--- config.mk ---
export PLATFORM = sky130hd
export DESIGN_NAME = fetch_prefetch_unit_flat
export DESIGN_NICKNAME = d
export VERILOG_FILES = /design/src/rtl/fetch_prefetch_if.sv /design/src/rtl/fetch_prefetch_unit.sv /design/src/flat_wrapper.sv
export SDC_FILE = /design/constraint.sdc
export NUM_CORES = 1
export LEC_CHECK = 0
export ABC_AREA = 1
export CAP_MARGIN = 20
export CORE_MARGIN = 2
export CORE_UTILIZATION = 60
export DETAILED_ROUTE_END_ITERATION = 10
export GPL_TIMING_DRIVEN = 0
export PLACE_DENSITY = 0.86
export RECOVER_POWER = 50
export SLEW_MARGIN = 20
export SYNTH_ARGS = -nofsm -noshare
export SYNTH_HDL_FRONTEND = slang
export SYNTH_SLANG_ARGS = --single-unit
--- constraint.sdc ---
create_clock -name clk_i -period 12.4 [get_ports clk_i]
set_input_delay 2.48 -clock clk_i [delete_from_list [all_inputs] [get_ports clk_i]]
set_output_delay 2.48 -clock clk_i [all_outputs]
set_load 0.05 [all_outputs]
--- src/rtl/fetch_prefetch_if.sv ---
// fetch_prefetch_if: instruction-memory, decode and redirect signals of the fetch front end
interface fetch_prefetch_if #(
    parameter int ADDR_W = 32,
    parameter int HW_W   = 16
);
    logic              imem_rd;
    logic [ADDR_W-1:0] imem_addr;
    logic [HW_W-1:0]   imem_rdata;
    logic              instr_valid;
    logic              instr_ready;
    logic [2*HW_W-1:0] instr;
    logic [ADDR_W-1:0] instr_pc;
    logic              instr_long;
    logic              redirect;
    logic [ADDR_W-1:0] redirect_pc;

    modport master (
        output imem_rd, imem_addr, instr_valid, instr, instr_pc, instr_long,
        input  imem_rdata, instr_ready, redirect, redirect_pc
    );
    modport slave (
        input  imem_rd, imem_addr, instr_valid, instr, instr_pc, instr_long,
        output imem_rdata, instr_ready, redirect, redirect_pc
    );
endinterface

--- src/rtl/fetch_prefetch_unit.sv ---
// fetch_prefetch_unit: halfword prefetch queue that assembles 16/32-bit instructions for decode
module fetch_prefetch_unit #(
    parameter int                ADDR_W   = 32,
    parameter int                HW_W     = 16,
    parameter int                DEPTH    = 4,
    parameter logic [ADDR_W-1:0] RESET_PC = ADDR_W'(32),
    parameter int                LONG_BIT = 15
) (
    input  logic             clk_i,
    input  logic             rst_ni,
    fetch_prefetch_if.master bus_io
);
    localparam int            PW   = $clog2(DEPTH);
    localparam int            CW   = PW + 1;
    localparam logic [CW-1:0] FULL = CW'(DEPTH);

    logic [HW_W-1:0]   hw_q [DEPTH];
    logic [ADDR_W-1:0] pc_q [DEPTH];
    logic [ADDR_W-1:0] fetch_pc_q, fetch_pc_d;
    logic [PW-1:0]     head_q, head_d, head_nxt, tail;
    logic [CW-1:0]     count_q, count_d, pop_n;
    logic              inflight_q, inflight_d, discard_q, discard_d;
    logic              any, is_long, push, accept;

    always_comb begin
        any                = count_q != '0;
        head_nxt           = head_q + PW'(1);
        tail               = head_q + count_q[PW-1:0];
        is_long            = any && hw_q[head_q][LONG_BIT];
        push               = inflight_q && !discard_q;
        bus_io.instr_valid = is_long ? count_q >= CW'(2) : any;
        bus_io.instr_long  = is_long;
        bus_io.instr_pc    = any ? pc_q[head_q] : '0;
        bus_io.instr       = !any ? '0 : is_long ? {hw_q[head_q], hw_q[head_nxt]} : {hw_q[head_q], HW_W'(0)};
        accept             = bus_io.instr_valid && bus_io.instr_ready;
        pop_n              = accept ? (is_long ? CW'(2) : CW'(1)) : '0;
        // Consumption is not credited, so the request never depends on instr_ready.
        bus_io.imem_rd     = rst_ni && !bus_io.redirect && ((count_q + CW'(inflight_q)) < FULL);
        bus_io.imem_addr   = fetch_pc_q;
        fetch_pc_d         = bus_io.redirect ? bus_io.redirect_pc : fetch_pc_q + ADDR_W'(bus_io.imem_rd);
        inflight_d         = bus_io.imem_rd;
        discard_d          = bus_io.redirect && inflight_q;
        count_d            = bus_io.redirect ? '0 : count_q + CW'(push) - pop_n;
        head_d             = head_q + pop_n[PW-1:0];
    end

    always_ff @(posedge clk_i or negedge rst_ni) begin
        if (!rst_ni) begin
            fetch_pc_q <= RESET_PC;
            head_q     <= '0;
            count_q    <= '0;
            inflight_q <= 1'b0;
            discard_q  <= 1'b0;
        end else begin
            fetch_pc_q <= fetch_pc_d;
            head_q     <= head_d;
            count_q    <= count_d;
            inflight_q <= inflight_d;
            discard_q  <= discard_d;
        end
    end

    // A response always belongs to the address just behind fetch_pc; nothing reads the payload while empty.
    always_ff @(posedge clk_i) begin
        if (push) begin
            hw_q[tail] <= bus_io.imem_rdata;
            pc_q[tail] <= fetch_pc_q - ADDR_W'(1);
        end
    end
endmodule

--- src/flat_wrapper.sv ---
// flat-port wrapper written by rule: the top's interface ports become plain ports
module fetch_prefetch_unit_flat 
#(
    parameter int                ADDR_W   = 32,
    parameter int                HW_W     = 16,
    parameter int                DEPTH    = 4,
    parameter logic [ADDR_W-1:0] RESET_PC = ADDR_W'(32),
    parameter int                LONG_BIT = 15
)
  (clk_i, rst_ni, bus_io_imem_rd, bus_io_imem_addr, bus_io_instr_valid, bus_io_instr, bus_io_instr_pc, bus_io_instr_long, bus_io_imem_rdata, bus_io_instr_ready, bus_io_redirect, bus_io_redirect_pc);
  fetch_prefetch_if #(.ADDR_W(ADDR_W), .HW_W(HW_W)) bus_io_i ();
  input  logic clk_i;
  input  logic rst_ni;
  output wire logic [$bits(bus_io_i.imem_rd)-1:0] bus_io_imem_rd;
  output wire logic [$bits(bus_io_i.imem_addr)-1:0] bus_io_imem_addr;
  output wire logic [$bits(bus_io_i.instr_valid)-1:0] bus_io_instr_valid;
  output wire logic [$bits(bus_io_i.instr)-1:0] bus_io_instr;
  output wire logic [$bits(bus_io_i.instr_pc)-1:0] bus_io_instr_pc;
  output wire logic [$bits(bus_io_i.instr_long)-1:0] bus_io_instr_long;
  input wire logic [$bits(bus_io_i.imem_rdata)-1:0] bus_io_imem_rdata;
  input wire logic [$bits(bus_io_i.instr_ready)-1:0] bus_io_instr_ready;
  input wire logic [$bits(bus_io_i.redirect)-1:0] bus_io_redirect;
  input wire logic [$bits(bus_io_i.redirect_pc)-1:0] bus_io_redirect_pc;
  assign bus_io_imem_rd = bus_io_i.imem_rd;
  assign bus_io_imem_addr = bus_io_i.imem_addr;
  assign bus_io_instr_valid = bus_io_i.instr_valid;
  assign bus_io_instr = bus_io_i.instr;
  assign bus_io_instr_pc = bus_io_i.instr_pc;
  assign bus_io_instr_long = bus_io_i.instr_long;
  assign bus_io_i.imem_rdata = bus_io_imem_rdata;
  assign bus_io_i.instr_ready = bus_io_instr_ready;
  assign bus_io_i.redirect = bus_io_redirect;
  assign bus_io_i.redirect_pc = bus_io_redirect_pc;
  fetch_prefetch_unit #(.ADDR_W(ADDR_W), .HW_W(HW_W), .DEPTH(DEPTH), .RESET_PC(RESET_PC), .LONG_BIT(LONG_BIT)) u_core (.clk_i(clk_i), .rst_ni(rst_ni), .bus_io(bus_io_i));
endmodule
* Yosys cells after proc, flatten, opt, wreduce, memory -nomap -nowiden
Memory sizes are Yosys's and may differ from the RTL's.
Index checks and enable logic that the tools add are counted.
** Word-level totals
- Register bits :: 39
- Bits in writable memories :: 192
- Memories :: 2
- Bits of input ports :: 52
- Output and inout bits :: 99
- Logic and storage cells :: 36
** Cells by class
- $add $sub $neg :: 8
- Reductions and logical operators :: 9
- Mux-type cells :: 10
- Order comparisons :: 2
** Memory list
- u_core.pc_q :: depth 4, width 32, read ports 1, clocked after memory_dff 0, write ports 1, line fetch_prefetch_unit.sv:18 : logic [ADDR_W-1:0] pc_q [DEPTH];
- u_core.hw_q :: depth 4, width 16, read ports 2, clocked after memory_dff 0, write ports 1, line fetch_prefetch_unit.sv:17 : logic [HW_W-1:0] hw_q [DEPTH];
** Operators with widths (count)
- $mux 32 :: 3
- $add 32x1->32 :: 1
- $sub 32x1->32 const B :: 1
- $mux 16 :: 1
- $add 3x1->3 :: 2
- $logic_and 1x1->1 :: 6
- $mux 3 :: 2
- $add 2x2->2 :: 2
- $ge 3x2->1 const B :: 1
- $lt 3x3->1 const B :: 1
- $mux 1 :: 3
- $reduce_bool 3->1 :: 1
- $sub 3x3->3 :: 1
- $add 2x1->2 const B :: 1
- $logic_not 1->1 :: 2
- $mux 2 :: 1

* Longest topological paths before layout
- Word-level depth :: 7
- Depth in mapped cells :: 14
- Mapped depth without buffers :: 14

* Worst setup path before layout
Ideal clock, no wire load.
- Path type :: input to output
- Start point :: input bus_io_redirect
- End point :: output bus_io_imem_rd
- Stages :: 3
- Required time :: 9.920 ns
- Slack :: 5.824 ns
- Buffers on the path :: 2
- Arrival :: 4.096 ns
- Path through :: clkbuf_1 > clkbuf_1 > a211oi_1
** On the way
- Word-level cells in the longest chain between the ends :: 3
** Ends and longest elaborated chain
- start: declaration :: line flat_wrapper.sv:22 : input wire logic [$bits(bus_io_i.redirect)-1:0] bus_io_redirect;
- $logic_not 1->1 :: line fetch_prefetch_unit.sv:38 : bus_io.imem_rd = rst_ni && !bus_io.redirect && ((count_q + CW'(inflight_q)) < FULL);
- $logic_and 1x1->1 (2 in series) :: line fetch_prefetch_unit.sv:38
- end: declaration :: line flat_wrapper.sv:14 : output wire logic [$bits(bus_io_i.imem_rd)-1:0] bus_io_imem_rd;
Every way passes these cells.

* Final worst setup path
- Start point :: input rst_ni
- End point :: output bus_io_imem_rd
** On the way
- Word-level cells in the longest chain between the ends :: 2
** Ends and longest elaborated chain
- start: declaration :: line flat_wrapper.sv:13 : input logic rst_ni;
- $logic_and 1x1->1 (2 in series) :: line fetch_prefetch_unit.sv:38
Every way passes these cells.

==> out/results.tsv <==
metric	value	unit
status	finished, final reports clean	
cts_hold_buf	0	
synthMuxAreaShare	0	%
cts_made_buffers	23	
cts_sinks	231	
wirelength	32900	µm
vias	9858	
synth-main-ff-cell	edfxtp_1	
antenna_found_initial	0	
synthSimpleGateAreaFrac	21.2	%
crit_required	9.92	ns
grt_max_degree	22	
stdcell_count	1663	
cts_max_level	1	
max_slew_margin	18.0	%
syn_area_per_cell	9.39	µm²
grt_setup_unrepaired	false	
yosysUniqueCellTypes	35	
place_ws	5.02	ns
cts_setup_buffers	0	
hp-class	reg2reg	
p_sw	1570	µW
fin_ws	4.54	ns
crit_path_start_kind	input pin	
synth_top_family_by_area	simple AND/OR/NAND/NOR gates	
postRouteAntennaNets	0	
fp.dieH	142	µm
cpMaxStageDelayCell	clkdlybuf4s50_1	
drc	0	
leakagePower	0.00525	µW
fin_skew	0.0113	ns
sw_frac_of_total	45.7	%
final_nets	1472	
layout-drive-gt1-share	8.05	%
synth-compound-area-share	9.93	%
cp_num_buf_inv	2	
wl_per_cell	19.8	µm
synth-xor-area-share	3.31	%
critical_path.max_stage_delay	0.95	ns
fmax	127	MHz
seqPwrFrac	30.2	%
synthArstFlopShare	16.9	%
p_per_area	246	nW/µm²
crit_arrival	5.38	ns
finalSetupViolCount	0	
die_w	142	µm
synthesis.area	11400	µm²
grt_overflow	0	
coreArea	18600	µm²
post-place-cells	1622	
ys_seq_area_share	59.2	%
diodes	0	
cts_resized	0	
p_int	1870	µW
worstPathMaxFanout	20	
grt_pass1_wl	50900	µm
layout_commonest_cell	nor2_1	
ir_worst_vdd	153	µV
min_period_over_period	63.4	%
crit_chain	clkbuf_1 -> o21ai_0 -> a211oi_1 -> clkdlybuf4s50_1	
syn_nets	1273	
cts_tree	yes	
synth_edf_count	192	
tns	0	ns
drtIter0Drc	977	
hpwl	22800	µm
fin_crit	7.86	ns
pwr-share-comb	50.2	%
viasPerCell	5.93	
clockBufferDepth	3	
synthToLayoutAreaGrowth	22.7	%
maxCapViolCount	0	
crit_type	in2out	
holdWs	0.575	ns
synth_fa_ha_area_share	0.835	%
first_pass_iters	6	
clkSlewWorstSetupHoldPaths	0.06	ns
grt_util_all_layers	32.8	%
start_util	61.1	%
ys_warn_count	0	
ys_ff_latch	231	
synthTopCellsByArea	edfxtp_1, nor2_1, dfrtp_1	
synth_cells	1214	
worst_slew_pin_slew	1.22	ns
finalHoldViolations	0	
layout_common_cells	nor2_1, nand2_1, edfxtp_1	
grt_pass1_vias	9964	
cp-end-kind	primary output	
dieArea	20100	µm²
gp_congestion	0.955	
portBuffers	149	
std_cell_rows	50	
root_buffer	clkbuf_16	
ios	151	
yosys.area.top_type_share	50.6	%
crit_family	buffers and inverters	
synth.largest_area_cell	edfxtp_1	
maxSlewViolCount	0	
pwr-share-clk	19.6	%
clkLatencyLatePin	0.52	ns
## synthesized netlist by cell type (all sizes together), types with 2 or more instances
library cell,number
nor2,281
nand2,243
edfxtp,192
o21ai,122
a21oi,70
inv,70
buf,43
dfrtp,38
nand3,35
xor2,34
clkbuf,24
a31oi,19
nand4,10
xnor2,9
nor3,7
ha,6
nand3b,3
a22oi,2
## through the flow
| step | power, µW | instance area (µm²) | utilization [%] |
|---|---|---|---|
| floorplan | 2160 | 11400 | - |
| global placement | 2680 | 13200 | 70.7 |
| detailed placement | 2750 | 13400 | 72.1 |
| CTS | 3430 | 14100 | 75.9 |
| global route | 3570 | 14000 | 75.0 |
| finish | 3440 | 14000 | 75.0 |
## tightest hold or removal path: stages (launching register included)
cell     delay [ns]
dfrtp_1        0.40
nand2_1        0.08
inv_1          0.06
## metal layers
layer	share of wire (%)	track usage, %
met5	0	0
met4	5.2	18.3
met3	9.9	4.42
met2	49	56.4
met1	36	40.2
## kinds of logic (layout without fill, tap and decap cells)
family                     after synthesis  in the layout
xor gates and xnor gates                43             43
and+or+nand+nor                        579            579
buffers and inverters                  137            352
DFF                                    231            231
adders and majority gates                7              7
AOI/OAI and AO/OA                      217            217
## cell type report
class                           count  area, µm²
Timing Repair Buffer              174       1630
Tap cell                          234        293
Inverter                           70        263
Buffer                             67        368
Fill cell                        1287       4660
Clock buffer                       28        594
Clock inverter                     13        118
Sequential cell                   231       6740
Multi-Input combinational cell    846       3970
## final timing paths
| path | from | to | slack [ns] | cells past startpoint |
|---|---|---|---|---|
| max | rst_ni | bus_io_imem_rd | 4.54 | 4 |
| min | u_core.inflight_q | u_core.discard_q | 0.57 | 2 |
| max reg2reg | u_core.head_q[1] | u_core.pc_q[3][3] | 8.47 | 7 |
| min reg2reg | u_core.inflight_q | u_core.discard_q | 0.57 | 2 |
| max in group asynchronous | rst_ni | u_core.bus_io.imem_addr[0] | 8.57 | 2 |
| min in group asynchronous | rst_ni | u_core.bus_io.imem_addr[23] | 2.17 | 1 |
## sequential cells by signal (all words and copies together) (netlist names)
register                 flops
u_core.inflight_q            1
u_core.pc_q                128
u_core.bus_io.imem_addr     32
u_core.count_q               3
u_core.hw_q                 64
u_core.discard_q             1
u_core.head_q                2
## power by group through the flow
stage	sequential, µW	combinational [µW]	clock [µW]
finish	1040	1720	673
global route	1050	1820	702
CTS	1030	1720	676
detailed placement	1050	1700	0
global placement	1060	1620	0
floorplan	1080	1080	0
Note: power is estimated with default switching activity, not from simulation.
